--- src/rtl/rf_write_arbiter_pkg.sv ---
// -----------------------------------------------------------------------------
// rf_write_arbiter_pkg
// Shared definitions for the register-file write-port arbiter.
//   DEF_DATA_W / DEF_ADDR_W : default data and register-address widths
//   DEF_STARVE_LIMIT        : default wait (in lost cycles) before a bubble
//                             is requested for a buffered long-latency result
//   REG_ZERO                : architectural zero register, never written
//   wr_req_t                : one register-file write {valid, addr, data}
// -----------------------------------------------------------------------------
package rf_write_arbiter_pkg;

    localparam int DEF_DATA_W       = 32;
    localparam int DEF_ADDR_W       = 5;
    localparam int DEF_STARVE_LIMIT = 4;

    localparam logic [DEF_ADDR_W-1:0] REG_ZERO = '0;

    typedef struct packed {
        logic                  valid;
        logic [DEF_ADDR_W-1:0] addr;
        logic [DEF_DATA_W-1:0] data;
    } wr_req_t;

endpackage : rf_write_arbiter_pkg

--- src/rtl/rf_write_arbiter_scoreboard.sv ---
// -----------------------------------------------------------------------------
// rf_scoreboard
// Busy bits for destination registers that still have a long-latency result
// outstanding, plus a three-port lookup for the decode stage.
//   clk_i, rst_i        : clock, asynchronous active-low reset
//   set_valid_i/addr_i  : B-type instruction issued; mark destination busy
//   clr_valid_i/addr_i  : buffered B result drains; release its destination
//   rs/rt/rd_addr_i     : decode-stage register numbers to look up
//   hazard_o            : any of rs/rt/rd busy (combinational)
// -----------------------------------------------------------------------------
module rf_scoreboard
    import rf_write_arbiter_pkg::*;
#(
    parameter int ADDR_W = DEF_ADDR_W
) (
    input  logic              clk_i,
    input  logic              rst_i,
    input  logic              set_valid_i,
    input  logic [ADDR_W-1:0] set_addr_i,
    input  logic              clr_valid_i,
    input  logic [ADDR_W-1:0] clr_addr_i,
    input  logic [ADDR_W-1:0] rs_addr_i,
    input  logic [ADDR_W-1:0] rt_addr_i,
    input  logic [ADDR_W-1:0] rd_addr_i,
    output logic              hazard_o
);

    localparam int NREGS = 2 ** ADDR_W;

    logic [NREGS-1:0] busy_q;
    logic [NREGS-1:0] busy_d;

    // Clear is applied first so a re-issue to the same register in the drain
    // cycle leaves the bit set: the new instruction is still outstanding.
    always_comb begin
        busy_d = busy_q;
        if (clr_valid_i) begin
            busy_d[clr_addr_i] = 1'b0;
        end
        if (set_valid_i && (set_addr_i != ADDR_W'(REG_ZERO))) begin
            busy_d[set_addr_i] = 1'b1;
        end
        busy_d[0] = 1'b0;
    end

    always_ff @(posedge clk_i or negedge rst_i) begin
        if (!rst_i) begin
            busy_q <= '0;
        end else begin
            busy_q <= busy_d;
        end
    end

    assign hazard_o = busy_q[rs_addr_i] | busy_q[rt_addr_i] | busy_q[rd_addr_i];

endmodule : rf_scoreboard

--- src/rtl/rf_write_arbiter.sv ---
// -----------------------------------------------------------------------------
// rf_write_arbiter
// Shares the register file's single write port between the in-order pipeline
// writeback (A, always accepted) and a long-latency unit (B, valid/ready).
// B results go through a one-entry buffer; A has priority for the port, and a
// starvation counter asks the pipeline for an empty WB slot so B always retires.
//   clk_i, rst_i                  : clock, asynchronous active-low reset
//   a_valid_i/a_addr_i/a_data_i   : WB write request (addr 0 is dropped)
//   b_valid_i/b_addr_i/b_data_i   : B result; b_ready_o accepts it
//   issue_valid_i/issue_addr_i    : B-type issue, marks destination busy
//   rs/rt/rd_addr_i, hazard_o     : decode-stage busy lookup
//   bubble_req_o                  : request an idle WB slot for the buffer
//   RegWrite_o/RDaddr_o/RDdata_o  : registered write port to the register file
// Handshake: a B result transfers on a cycle where b_valid_i and b_ready_o are
// both high; b_valid_i may not depend on b_ready_o, and b_ready_o only rises
// when the buffer is empty, so a transfer never coincides with a drain.
// -----------------------------------------------------------------------------
module rf_write_arbiter
    import rf_write_arbiter_pkg::*;
#(
    parameter int DATA_W       = DEF_DATA_W,
    parameter int ADDR_W       = DEF_ADDR_W,
    parameter int STARVE_LIMIT = DEF_STARVE_LIMIT
) (
    input  logic              clk_i,
    input  logic              rst_i,
    input  logic              a_valid_i,
    input  logic [ADDR_W-1:0] a_addr_i,
    input  logic [DATA_W-1:0] a_data_i,
    input  logic              b_valid_i,
    output logic              b_ready_o,
    input  logic [ADDR_W-1:0] b_addr_i,
    input  logic [DATA_W-1:0] b_data_i,
    input  logic              issue_valid_i,
    input  logic [ADDR_W-1:0] issue_addr_i,
    input  logic [ADDR_W-1:0] rs_addr_i,
    input  logic [ADDR_W-1:0] rt_addr_i,
    input  logic [ADDR_W-1:0] rd_addr_i,
    output logic              hazard_o,
    output logic              bubble_req_o,
    output logic              RegWrite_o,
    output logic [ADDR_W-1:0] RDaddr_o,
    output logic [DATA_W-1:0] RDdata_o
);

    localparam int STARVE_W = ($clog2(STARVE_LIMIT + 1) > 0) ? $clog2(STARVE_LIMIT + 1) : 1;
    localparam logic [STARVE_W-1:0] STARVE_MAX = STARVE_W'(STARVE_LIMIT);

    // One-entry B buffer
    logic              buf_valid_q, buf_valid_d;
    logic [ADDR_W-1:0] buf_addr_q,  buf_addr_d;
    logic [DATA_W-1:0] buf_data_q,  buf_data_d;

    // Lost-arbitration counter for the buffered entry
    logic [STARVE_W-1:0] starve_q, starve_d;

    // Registered write port
    logic              wr_valid_q, wr_valid_d;
    logic [ADDR_W-1:0] wr_addr_q,  wr_addr_d;
    logic [DATA_W-1:0] wr_data_q,  wr_data_d;

    logic a_win;
    logic drain;
    logic accept;

    assign a_win     = a_valid_i && (a_addr_i != ADDR_W'(REG_ZERO));
    assign drain     = buf_valid_q && !a_win;
    assign b_ready_o = rst_i & ~buf_valid_q;
    assign accept    = b_valid_i & b_ready_o;

    always_comb begin
        wr_valid_d  = 1'b0;
        wr_addr_d   = '0;
        wr_data_d   = '0;
        buf_valid_d = buf_valid_q;
        buf_addr_d  = buf_addr_q;
        buf_data_d  = buf_data_q;
        starve_d    = starve_q;

        if (a_win) begin
            wr_valid_d = 1'b1;
            wr_addr_d  = a_addr_i;
            wr_data_d  = a_data_i;
        end else if (drain && (buf_addr_q != ADDR_W'(REG_ZERO))) begin
            // A zero-destination B result is consumed here without a write.
            wr_valid_d = 1'b1;
            wr_addr_d  = buf_addr_q;
            wr_data_d  = buf_data_q;
        end

        if (drain) begin
            buf_valid_d = 1'b0;
            starve_d    = '0;
        end else if (buf_valid_q && a_win && (starve_q < STARVE_MAX)) begin
            // Saturates at the limit; the bubble request holds until drain.
            starve_d = starve_q + 1'b1;
        end

        if (accept) begin
            buf_valid_d = 1'b1;
            buf_addr_d  = b_addr_i;
            buf_data_d  = b_data_i;
        end
    end

    always_ff @(posedge clk_i or negedge rst_i) begin
        if (!rst_i) begin
            buf_valid_q <= 1'b0;
            buf_addr_q  <= '0;
            buf_data_q  <= '0;
            starve_q    <= '0;
            wr_valid_q  <= 1'b0;
            wr_addr_q   <= '0;
            wr_data_q   <= '0;
        end else begin
            buf_valid_q <= buf_valid_d;
            buf_addr_q  <= buf_addr_d;
            buf_data_q  <= buf_data_d;
            starve_q    <= starve_d;
            wr_valid_q  <= wr_valid_d;
            wr_addr_q   <= wr_addr_d;
            wr_data_q   <= wr_data_d;
        end
    end

    assign bubble_req_o = (starve_q >= STARVE_MAX);
    assign RegWrite_o   = wr_valid_q;
    assign RDaddr_o     = wr_addr_q;
    assign RDdata_o     = wr_data_q;

    rf_scoreboard #(
        .ADDR_W (ADDR_W)
    ) u_scoreboard (
        .clk_i       (clk_i),
        .rst_i       (rst_i),
        .set_valid_i (issue_valid_i),
        .set_addr_i  (issue_addr_i),
        .clr_valid_i (drain),
        .clr_addr_i  (buf_addr_q),
        .rs_addr_i   (rs_addr_i),
        .rt_addr_i   (rt_addr_i),
        .rd_addr_i   (rd_addr_i),
        .hazard_o    (hazard_o)
    );

endmodule : rf_write_arbiter
--- config.mk ---
export PLATFORM = sky130hd
export DESIGN_NAME = rf_write_arbiter
export DESIGN_NICKNAME = d
export VERILOG_FILES = /design/src/rtl/rf_write_arbiter_pkg.sv /design/src/rtl/rf_write_arbiter_scoreboard.sv /design/src/rtl/rf_write_arbiter.sv
export SDC_FILE = /design/constraint.sdc
export NUM_CORES = 1
export LEC_CHECK = 0
export CORE_UTILIZATION = 25
export DETAILED_ROUTE_END_ITERATION = 10
export PLACE_DENSITY = 0.56
export SLEW_MARGIN = 20
export SYNTH_ARGS = -nofsm -noshare
export SYNTH_HDL_FRONTEND = slang
export SYNTH_SLANG_ARGS = --single-unit
--- constraint.sdc ---
create_clock -name clk_i -period 4.83 [get_ports clk_i]
set_input_delay 0.483 -clock clk_i [delete_from_list [all_inputs] [get_ports clk_i]]
set_output_delay 0.483 -clock clk_i [all_outputs]
set_load 0.01 [all_outputs]
# After elaboration in Yosys (flattened, before gate mapping)
# Index checks and enable logic that the tools add are counted.
totals:
  register_bits: 110
  output_inout_bits: 41
op_classes:
  add_sub_neg: 1
  n_lt_le_gt_ge: 9
  mux: 22
  bitwise: 8
  reduce_logical: 14
ops:
  columns: ["operator", "n"]
  rows:
  - ["32-bit 2-to-1 mux", 4]
  - ["32-bit AND", 1]
  - ["32-bit inverter", 1]
  - ["32-bit OR", 1]
  - ["5-bit by 6-bit less-than comparator with 1-bit output, second input constant", 5]
  - ["1-bit binary-select mux with 5-bit select", 3]
  - ["5-bit nonzero test", 3]
  - ["1-bit demux with 5-bit select", 2]
  - ["5-bit by 1-bit greater-or-equal comparator with 1-bit output, second input constant", 2]
  - ["5-bit 2-to-1 mux", 2]
  - ["1-bit 2-to-1 mux", 9]
  - ["1-bit logical AND", 8]
  - ["3-bit 2-to-1 mux", 2]
  - ["2-bit nonzero test", 2]
  - ["3-bit by 1-bit adder with 3-bit output, second input constant", 1]
  - ["3-bit greater-or-equal comparator, second input constant", 1]
  - ["3-bit less-than comparator, second input constant", 1]
  - ["1-bit AND", 2]
  - ["1-bit OR", 2]
  - ["1-bit logical NOT", 1]
  - ["1-bit inverter", 1]

# Longest topological paths before layout
# Gate-level depths: netlist (run 1).
logic_depth:
  depth_word: 9
  ltp_mapped: 6
  depth_no_buf: 5

# By module
# Synthesis (run 1) repeated with hierarchy kept, for this count alone.
hier_totals:
  cells_unflattened: 478
  hier_area_um2: 5559.1
by_module_without_submodules:
  columns: ["mod", "n_inst", "cells_per_inst", "area_each_um2", "seq_area_each_um2"]
  rows:
  - ["rf_write_arbiter", 1, 278, 3433.3, 1976.9]
  - ["rf_scoreboard", 1, 200, 2125.8, 775.7]

# Worst setup path before layout (run 1)
# OpenSTA, ideal clock, no wires.
synth_path:
  kind: "in2out"
  start: "input port rs_addr_i[2]"
  end: "output port hazard_o"
  arrival_time_ns: 1.823
  required_ns: 4.347
  slack_ns: 2.524
  path_stages: 5
  n_path_buf: 1
  path_cell_list: "clkbuf_1 > mux4_2 > o2111ai_1 > and4_1 > nand4_1"
synth_between:
  elab_chain_cells: 4
synth_lines:
  columns: ["element", "line_no", "text"]
  rows:
  - ["start: declaration", "rf_write_arbiter.sv:36", "input logic [ADDR_W-1:0] rs_addr_i,"]
  - ["1-bit binary-select mux with 5-bit select", "rf_write_arbiter_scoreboard.sv:54", "assign hazard_o = busy_q[rs_addr_i] | busy_q[rt_addr_i] | busy_q[rd_addr_i];"]
  - ["1-bit 2-to-1 mux (implied by the code)", "rf_write_arbiter_scoreboard.sv:54", null]
  - ["1-bit OR (2 in series)", "rf_write_arbiter_scoreboard.sv:54", null]
  - ["end: declaration", "rf_write_arbiter.sv:39", "output logic hazard_o,"]
# No other way between the ends. The select of a mux whose other input is x is not followed.

# Worst setup path in the final report (run 1)
layout_path:
  start: "input port rt_addr_i[1]"
  end: "output port hazard_o"
layout_between:
  elab_chain_cells: 4
layout_lines:
  columns: ["element", "line_no", "text"]
  rows:
  - ["start: declaration", "rf_write_arbiter.sv:37", "input logic [ADDR_W-1:0] rt_addr_i,"]
  - ["1-bit binary-select mux with 5-bit select", "rf_write_arbiter_scoreboard.sv:54", null]
  - ["1-bit 2-to-1 mux (implied by the code)", "rf_write_arbiter_scoreboard.sv:54", null]
  - ["1-bit OR (2 in series)", "rf_write_arbiter_scoreboard.sv:54", null]
# No other way between the ends. The select of a mux whose other input is x is not followed.

==> results of run 1 <==
power groups by stage:
stage | logic, W | clock network [W] | registers (W)
2_1_floorplan | 0.000403 | 0 | 0.00125
3_5_place_dp | 0.000666 | 0 | 0.00134
3_3_place_gp | 0.000650 | 0 | 0.00134
5_1_grt | 0.000724 | 0.000745 | 0.00135
4_1_cts | 0.000668 | 0.000707 | 0.00133
6_report | 0.000663 | 0.000687 | 0.00133
metrics by stage:
step                      hold WS, ns  std cells
after CTS                     0.04532        812
final                         0.04668        812
after floorplan                0.1874        414
after detailed placement       0.4190        797
after global placement         0.4244        797
after global routing          0.06313        812
critical path, delay by kind of cell:
family | cells | cell delay (ns)
muxes | 1 | 0.40
and+or+nand+nor | 1 | 0.12
buffers and inverters | 2 | 1.35
AOI/OAI and AO/OA | 3 | 0.63
cell families (layout without fill, tap and decap cells):
| kind of cell | after synthesis | in the layout | share of synthesized area |
|---|---|---|---|
| buffers and inverters | 29 | 162 | 0.02741 |
| muxes | 69 | 69 | 0.1787 |
| and+or+nand+nor | 81 | 81 | 0.08787 |
| AOI/OAI and AO/OA | 123 | 123 | 0.1628 |
| adders and majority gates | 2 | 2 | 0.004894 |
| DFF | 110 | 110 | 0.5384 |
routing by layer:
layer	up-vias	global-route usage	wire length (microns)
met4	0	0.04734	277
met5	-	0	0
li1	1810	-	-
met2	154	0.2346	7074
met3	17	0.04686	1176
met1	2042	0.1922	6848
worst paths after layout:
check                      cells after the start                      start                          to
max                                            7               rt_addr_i[1]                    hazard_o
min                                            1                      rst_i  buf_data_q[11]$_DFFE_PN0P_
max reg2reg                                    3    buf_valid_q$_DFFE_PN0P_  buf_data_q[28]$_DFFE_PN0P_
min reg2reg                                    1  buf_data_q[1]$_DFFE_PN0P_       RDdata_o[1]$_DFF_PN0_
max in group asynchronous                      2                      rst_i      RDdata_o[28]$_DFF_PN0_
min in group clk_i                             1  buf_data_q[1]$_DFFE_PN0P_       RDdata_o[1]$_DFF_PN0_
Yosys cell counts, drive strengths merged (2+ instances only):
master   number  area share
a2111oi       4      0.0069
a21oi         2      0.0020
a221oi        3      0.0051
a22o         36       0.062
a311oi        2      0.0034
and2          2      0.0029
buf          12       0.015
clkbuf       11      0.0081
dfrtp       110        0.54
ha            2      0.0049
inv           6      0.0044
mux2         48        0.11
mux2i         8       0.016
mux4         13       0.057
nand2        21       0.015
nand2b        7      0.0086
nand3         9      0.0088
nand3b        5      0.0073
nand4         4      0.0049
nor2         10      0.0073
nor2b        11       0.013
nor4b         2      0.0034
o2111ai       3      0.0051
o21ai        64       0.063
o22ai         2      0.0024
or2           2      0.0024
or3b          2      0.0039
flip-flops by register name, summed over array words and instances (netlist names):
signal,flops
RDdata_o,32
buf_data_q,32
u_scoreboard.busy_q,31
RDaddr_o,5
buf_addr_q,5
starve_q,3
RegWrite_o,1
buf_valid_q,1
layout make-up:
| type | instances | area [sq um] |
|---|---|---|
| repair buffers | 141 | 1408 |
| inverters | 6 | 22.52 |
| flip-flops and latches | 110 | 2753 |
| clock inverters | 1 | 5.005 |
| clock buffers | 14 | 264.0 |
| fillers | 1974 | 12780 |
| multi-input cells | 275 | 2222 |
| well taps | 265 | 331.6 |
==> out/qor.yml, run 1 <==
sta:
  fin_crit_sh: 0.7170
  period_minus_slack_ns: 3.463
  worstMarginPinSlew_ns: 1.012
  relSlewSlack: 0.3230
  fin_worst_skew_ns: 0.007411
  finalHoldViolCount: 0
  setup-violations-final: 0
  max_freq_mhz: 288.7
  setup_slack_ns: 1.367
  finalSetupTns_ns: 0
  rsz0062_at_grt: "false"
  drv_slew: 0
routing:
  drt_pass1_iterations: 5
  wl_per_cell_microns: 18.94
  drcViolationCount: 0
  avgViaCountPerCell: 4.954
  routed_wirelength_microns: 15380
  drt-initial-drc-count: 219
  num_vias: 4023
  ant_nets: 0
critical_path:
  cp_slowest_cell: "clkdlybuf4s50_1"
  path_max_fanout: 12
  r2r_slack_ns: 2.74
  crit_type: "primary input to output port"
  path_cells: "clkdlybuf4s50_1 -> mux2_2 -> a221oi_1 -> a2111oi_0 -> a311oi_1 -> nand4_1 -> clkdlybuf4s50_1"
  slowest_delay_ns: 0.85
  end_kind: "output port"
  crit_required_ns: 4.35
  critPathArrivalTime_ns: 2.98
  cpMostUsedCell: "clkdlybuf4s50_1"
  start_kind: "primary input"
power_and_ir_drop:
  switching_power_w: 0.0007995
  p_int_w: 0.001884
  p_seq_frac: 0.497
  pwr-share-clk: 0.256
  netSwitchingFraction: 0.2979
  p_leak_nw: 2.759
  peakVddDrop_mv: 0.1509
  power_w: 0.002683
  combPwrFrac: 0.247
  powerDensity_nw_per_um2: 383.0
floorplan:
  core_area_sq_um: 19780
  die_y_microns: 145
  fp-row-count: 51
  start_util: 0.2584
  die_w_microns: 145
  dieArea_sq_um: 21030
  ioPinCount: 140
finish:
  area_growth_pct: 37.03
  antenna_cells: 0
  final_util: 0.3541
  design_area_sq_um: 7005
  layout_commonest_cell: "clkdlybuf4s50_1"
  mostFrequentLayoutCells: "138 x clkdlybuf4s50_1, 110 x dfrtp_1, 49 x o21ai_0, 48 x mux2_2, 36 x a22o_1"
  finish.net_count: 644
  drive_gt1_frac: 0.1536
global_routing:
  grt_pass1_vias: 4281
  grt_pass1_wl_microns: 24370
  overflow: 0
  grt_start_max_net_pins: 85
  grtUsageTotal: 0.1485
  antenna_found_initial: 0
flow_run:
  cap_violations: 0
clock_tree:
  cts_max_level: 3
  clockRootBuffer: "clkbuf_16"
  cts_setup_buffers: 0
  cts.reportedPaths.clkPinSlew_ns: 0.07
  insertion_delay_ns: 0.34
  cts_tree: "done"
  ctsResizeCount: 0
  clock-sinks: 110
  postCtsHoldBufs: 0
  cts_buffers: 9
  clockBufferDepth: 2
place:
  placed_cell_area_sq_um: 6733
  place.gp.congestion: 0.9118
  port-buffer-count: 139
  dp_hpwl_microns: 11330
  preCtsSetupSlack_ns: 1.339
synth:
  yosys_warnings: 0
  syn-cell-area_sq_um: 5112
  synth_seq_cells: 110
  ys_types: 47
  synth_flop_cell: "dfrtp_1"
  ys_seq_area_frac: 0.5384
  synthArstFlopShare: 1.000
  synth_edf_count: 0
  syn-num-nets: 515
  syn_inst: 414
  avgSynthCellArea_sq_um: 12.35
worst_hold_path:
  min_path_type: "primary input to asynchronous set/reset pin"
run_status:
  status: "completed"
No activity file was read; power rests on OpenSTA's default activity.
==> inputs of run 2 (changes only) <==
- PLACE_DENSITY: 0.56 -> 0.58
- clock period: 4.83 -> 2.8 ns (I/O delays scaled with it)
==> out/qor.yml, run 2 (same netlist as run 1, synthesis figures left out) <==
routing:
  drcViolationCount: 0  # unchanged
  routed_wirelength_microns: 15240  # -0.92%
  wl_per_cell_microns: 18.36  # -3.1%
  avgViaCountPerCell: 4.923  # -0.64%
  drt-initial-drc-count: 199  # -9.1%
  ant_nets: 0  # unchanged
  drt_pass1_iterations: 5  # unchanged
  num_vias: 4086  # +1.6%
clock_tree:
  clock-sinks: 110  # unchanged
  clockBufferDepth: 2  # unchanged
  clockRootBuffer: "clkbuf_16"
  postCtsHoldBufs: 0  # unchanged
  cts_max_level: 3  # unchanged
  cts.reportedPaths.clkPinSlew_ns: 0.07  # about the same
  cts_buffers: 9  # unchanged
  cts_tree: "done"
  ctsResizeCount: 3  # +3
  insertion_delay_ns: 0.34  # about the same
  cts_setup_buffers: 0  # unchanged
critical_path:
  start_kind: "primary input"
  critPathArrivalTime_ns: 2.33  # -0.65 ns
  rr_worst_depth: 4  # +1
  end_kind: "output port"
  crit_type: "primary input to output port"
  path_max_fanout: 9  # -3
  crit_required_ns: 2.52  # -1.83 ns
power_and_ir_drop:
  powerDensity_nw_per_um2: 676.7  # +77%
  pwr-share-clk: 0.292  # +0.036
  netSwitchingFraction: 0.2908  # -0.007156
  p_int_w: 0.003455  # +83%
  p_leak_nw: 2.873  # +4.1%
  p_seq_frac: 0.472  # -0.025
  peakVddDrop_mv: 0.2804  # +86%
  switching_power_w: 0.001417  # +77%
  combPwrFrac: 0.236  # -0.011
sta:
  period_minus_slack_ns: 2.615
  drv_slew: 0  # unchanged
  max_freq_mhz: 382.4
  fin_crit_sh: 0.9338
  finalSetupTns_ns: 0  # unchanged
  holdWs_ns: 0.05198  # +0.005298 ns
  fin_worst_skew_ns: 0.009763  # +0.002353 ns
  worstMarginPinSlew_ns: 0.7461  # -0.2658 ns
  rsz0062_at_grt: "false"
  setup-violations-final: 0  # unchanged
  setup_slack_ns: 0.1853  # -1.182 ns
  relSlewSlack: 0.5026  # +0.1796
  finalHoldViolCount: 0  # unchanged
place:
  place.gp.congestion: 0.9204  # +0.94%
  dp_hpwl_microns: 11580  # +2.2%
  dp.cells: 814  # +2.1%
  preCtsSetupSlack_ns: -0.05605  # -1.395 ns
  port-buffer-count: 139  # unchanged
finish:
  finish.net_count: 661  # +2.6%
  stdcell_count: 830  # +2.2%
  area_growth_pct: 40.82
  nFillCells: 1958  # -0.81%
  drive_gt1_frac: 0.1858  # +0.03228
  layout_commonest_cell: "clkdlybuf4s50_1"
  final_util: 0.3639  # +0.009804
  mostFrequentLayoutCells: "136 x clkdlybuf4s50_1, 110 x dfrtp_1, 49 x o21ai_0, 48 x mux2_2, 36 x a22o_1"
  antenna_cells: 0  # unchanged
floorplan:
  start_util: 0.2584  # unchanged
  die_y_microns: 145  # unchanged
  ioPinCount: 140  # unchanged
  die_w_microns: 145  # unchanged
  dieArea_sq_um: 21030  # unchanged
  core_area_sq_um: 19780  # unchanged
  fp-row-count: 51  # unchanged
global_routing:
  grt_pass1_vias: 4408  # +3.0%
  grtUsageTotal: 0.1480  # -0.0005163
  antenna_found_initial: 0  # unchanged
  overflow: 0  # unchanged
  grt_pass1_wl_microns: 24520  # +0.59%
  grt_start_max_net_pins: 61  # -28%
run_status:
  status: "completed"
flow_run:
  cap_violations: 0  # unchanged
worst_hold_path:
  min_path_type: "primary input to asynchronous set/reset pin"
## run 2: per-stage QoR
step / instance area (sq um) / total power [W]
finish: 7199 / 0.004872
global route: 7199 / 0.005133
CTS: 7199 / 0.004922
detailed placement: 6860 / 0.003485
global placement: 6860 / 0.003453
floorplan: 5112 / 0.002845
## run 2: worst max-delay path: stages
cell and delay [ns]:
clkdlybuf4s50_1 0.46, buf_4 0.19, mux2_2 0.35, a221oi_1 0.27
a2111oi_0 0.11, a311oi_1 0.22, nand4_1 0.14, dlygate4sd2_1 0.31
## run 2: path summary, 6_finish.rpt
check                      slack (ns)                  startpoint                         end
max                              0.19                rt_addr_i[1]                    hazard_o
min                              0.05                       rst_i  buf_data_q[29]$_DFFE_PN0P_
max reg2reg                      0.88     buf_valid_q$_DFFE_PN0P_   buf_addr_q[0]$_DFFE_PN0P_
min reg2reg                      0.49  buf_data_q[30]$_DFFE_PN0P_      RDdata_o[30]$_DFF_PN0_
max in group asynchronous        1.54                       rst_i   buf_data_q[3]$_DFFE_PN0P_
min in group clk_i               0.49  buf_data_q[30]$_DFFE_PN0P_      RDdata_o[30]$_DFF_PN0_
## run 2: metal layers
metal / vias to the layer above / global-route usage / wire length, microns
met4: 0 / 0.03883 / 198
met1: 2054 / 0.1893 / 6499
met5: - / 0 / 0
met2: 178 / 0.2353 / 6998
met3: 13 / 0.05314 / 1539
li1: 1841 / - / -
## run 2: cell type report
class / count / area (sq um) / area share
clock inverter: 5 / 87.58 / 0.01217
multi-input combinational: 275 / 2223 / 0.3088
timing repair buffer: 158 / 1529 / 0.2124
sequential: 110 / 2753 / 0.3823
inverter: 6 / 22.52 / 0.003128
tap: 265 / 331.6 / 0.04605
clock buffer: 11 / 252.7 / 0.03511
## run 2: power by group through the flow
stage	Sequential, W	Clock, W	Combinational, W
3_5_place_dp	0.00233	0	0.00116
4_1_cts	0.00230	0.00146	0.00116
2_1_floorplan	0.00215	0	0.000695
3_3_place_gp	0.00231	0	0.00114
6_report	0.00230	0.00142	0.00115
5_1_grt	0.00235	0.00152	0.00126
==> inputs of run 3 (changes only) <==
- CORE_MARGIN: unset -> 5
==> out/qor.yml, run 3 (same netlist as run 1, synthesis figures left out) <==
critical_path:
  critPathArrivalTime_ns: 2.18  # -0.15 ns
  crit_type: "primary input to output port"
  cp_slowest_cell: "clkdlybuf4s50_1"
  path_cells: "clkdlybuf4s50_1 -> buf_12 -> mux2_2 -> a221oi_1 -> a2111oi_0 -> a311oi_1 -> nand4_1 -> dlymetal6s2s_1"
  crit_required_ns: 2.52  # about the same
  start_kind: "primary input"
  end_kind: "output port"
  path_max_fanout: 12  # +3
  slowest_delay_ns: 0.52  # +0.06 ns
floorplan:
  fp-row-count: 52  # +2.0%
  start_util: 0.2535  # -0.004970
  ioPinCount: 140  # unchanged
  die_y_microns: 153  # +5.5%
  die_w_microns: 153  # +5.5%
  core_area_sq_um: 20170  # +2.0%
  dieArea_sq_um: 23410  # +11%
sta:
  finalSetupTns_ns: 0  # unchanged
  relSlewSlack: 0.3878  # -0.1148
  fin_worst_skew_ns: 0.009343  # -0.0004206 ns
  rsz0062_at_grt: "false"
  fin_crit_sh: 0.8775  # -0.05638
  holdWs_ns: 0.4921  # +0.4401 ns
  setup-violations-final: 0  # unchanged
  max_freq_mhz: 407.0  # +6.4%
  finalHoldViolCount: 0  # unchanged
  drv_slew: 0  # unchanged
  setup_slack_ns: 0.3431  # +0.1579 ns
  worstMarginPinSlew_ns: 0.9183  # +0.1722 ns
  period_minus_slack_ns: 2.457  # -0.1579 ns
routing:
  ant_nets: 0  # unchanged
  wl_per_cell_microns: 18.66  # +1.6%
  avgViaCountPerCell: 4.919  # about the same
  routed_wirelength_microns: 15620  # +2.5%
  drt-initial-drc-count: 196  # -1.5%
  num_vias: 4117  # +0.76%
  drt_pass1_iterations: 5  # unchanged
  drcViolationCount: 0  # unchanged
power_and_ir_drop:
  peakVddDrop_mv: 0.3064  # +9.2%
  p_leak_nw: 2.875  # about the same
  powerDensity_nw_per_um2: 661.5  # -2.3%
clock_tree:
  cts.reportedPaths.clkPinSlew_ns: 0.07  # about the same
  cts_setup_buffers: 0  # unchanged
  cts_buffers: 9  # unchanged
  insertion_delay_ns: 0.35  # about the same
  cts_max_level: 3  # unchanged
  cts_tree: "done"
  clock-sinks: 110  # unchanged
  clockBufferDepth: 2  # unchanged
  clockRootBuffer: "clkbuf_16"
finish:
  area_growth_pct: 41.12
  mostFrequentLayoutCells: "137 x clkdlybuf4s50_1, 110 x dfrtp_1, 49 x o21ai_0, 48 x mux2_2, 36 x a22o_1"
  finish.net_count: 662  # +0.15%
  layout_commonest_cell: "clkdlybuf4s50_1"
  final_util: 0.3577  # -0.006255
  drive_gt1_frac: 0.1837  # -0.002095
global_routing:
  overflow: 0  # unchanged
  grt_pass1_wl_microns: 25030  # +2.1%
  grtUsageTotal: 0.1333  # -0.01470
  grt_start_max_net_pins: 75  # +23%
  antenna_found_initial: 1  # +1
  grt_pass1_vias: 4425  # +0.39%
worst_hold_path:
  min_path_type: "flop to flop"
place:
  dp_hpwl_microns: 11780  # +1.7%
  preCtsSetupSlack_ns: -0.05492  # +0.001127 ns
  place.gp.congestion: 0.8797  # -4.4%
  port-buffer-count: 139  # unchanged
flow_run:
  cap_violations: 0  # unchanged
run_status:
  status: "completed"
run 3: worst max-delay path, delay by kind of cell:
kind,cells,cell delay (ns)
AO/OA/AOI/OAI,3,0.58
buffers and inverters,3,0.88
multiplexers,1,0.33
AND/OR/NAND/NOR,1,0.10
run 3: area by class of cell:
type | count | area [sq um]
clock inverters | 6 | 77.57
well taps | 270 | 337.8
flip-flops and latches | 110 | 2753
repair buffers | 159 | 1569
multi-input cells | 275 | 2223
fillers | 2008 | 12950
clock buffers | 10 | 229.0
diodes | 1 | 2.502
inverters | 6 | 22.52
run 3: metal layers:
layer	GRT usage	up-vias	share of wire
met5	0	-	0.0011
met4	0.05006	2	0.024
met3	0.05852	28	0.12
met2	0.1956	202	0.44
met1	0.1744	2029	0.42
li1	-	1856	-
run 3: report_power, final:
part           internal [W]  switching [W]
sequential          0.00193       0.000368
clock              0.000712       0.000603
combinational      0.000694       0.000469
run 3: stage by stage:
step / cell area, sq um / cells / power (W)
2_1_floorplan: 5112 / 414 / 0.002845
3_3_place_gp: 6892 / 819 / 0.003444
3_5_place_dp: 6892 / 819 / 0.003475
4_1_cts: 7209 / 836 / 0.004810
5_1_grt: 7212 / 836 / 0.005040
6_report: 7214 / 837 / 0.004772
run 3: worst paths after layout:
path	from	end	slack (ns)	cells after the start
min in group asynchronous	rst_i	RegWrite_o$_DFF_PN0_	0.54	3
max in group asynchronous	rst_i	RDdata_o[28]$_DFF_PN0_	0.97	4
hold reg to reg	buf_data_q[4]$_DFFE_PN0P_	RDdata_o[4]$_DFF_PN0_	0.49	1
hold / removal	buf_data_q[4]$_DFFE_PN0P_	RDdata_o[4]$_DFF_PN0_	0.49	1
setup reg to reg	buf_addr_q[3]$_DFFE_PN0P_	RegWrite_o$_DFF_PN0_	0.89	3
setup / recovery	rt_addr_i[1]	hazard_o	0.34	8
run 3: what timing repair did:
item,CTS,global route
cloned,0,0
setup endpoints to repair,1,1
pin swaps,0,0
hold buffers,1,0
endpoints found under the hold margin,36,0
gates resized for setup,1,1
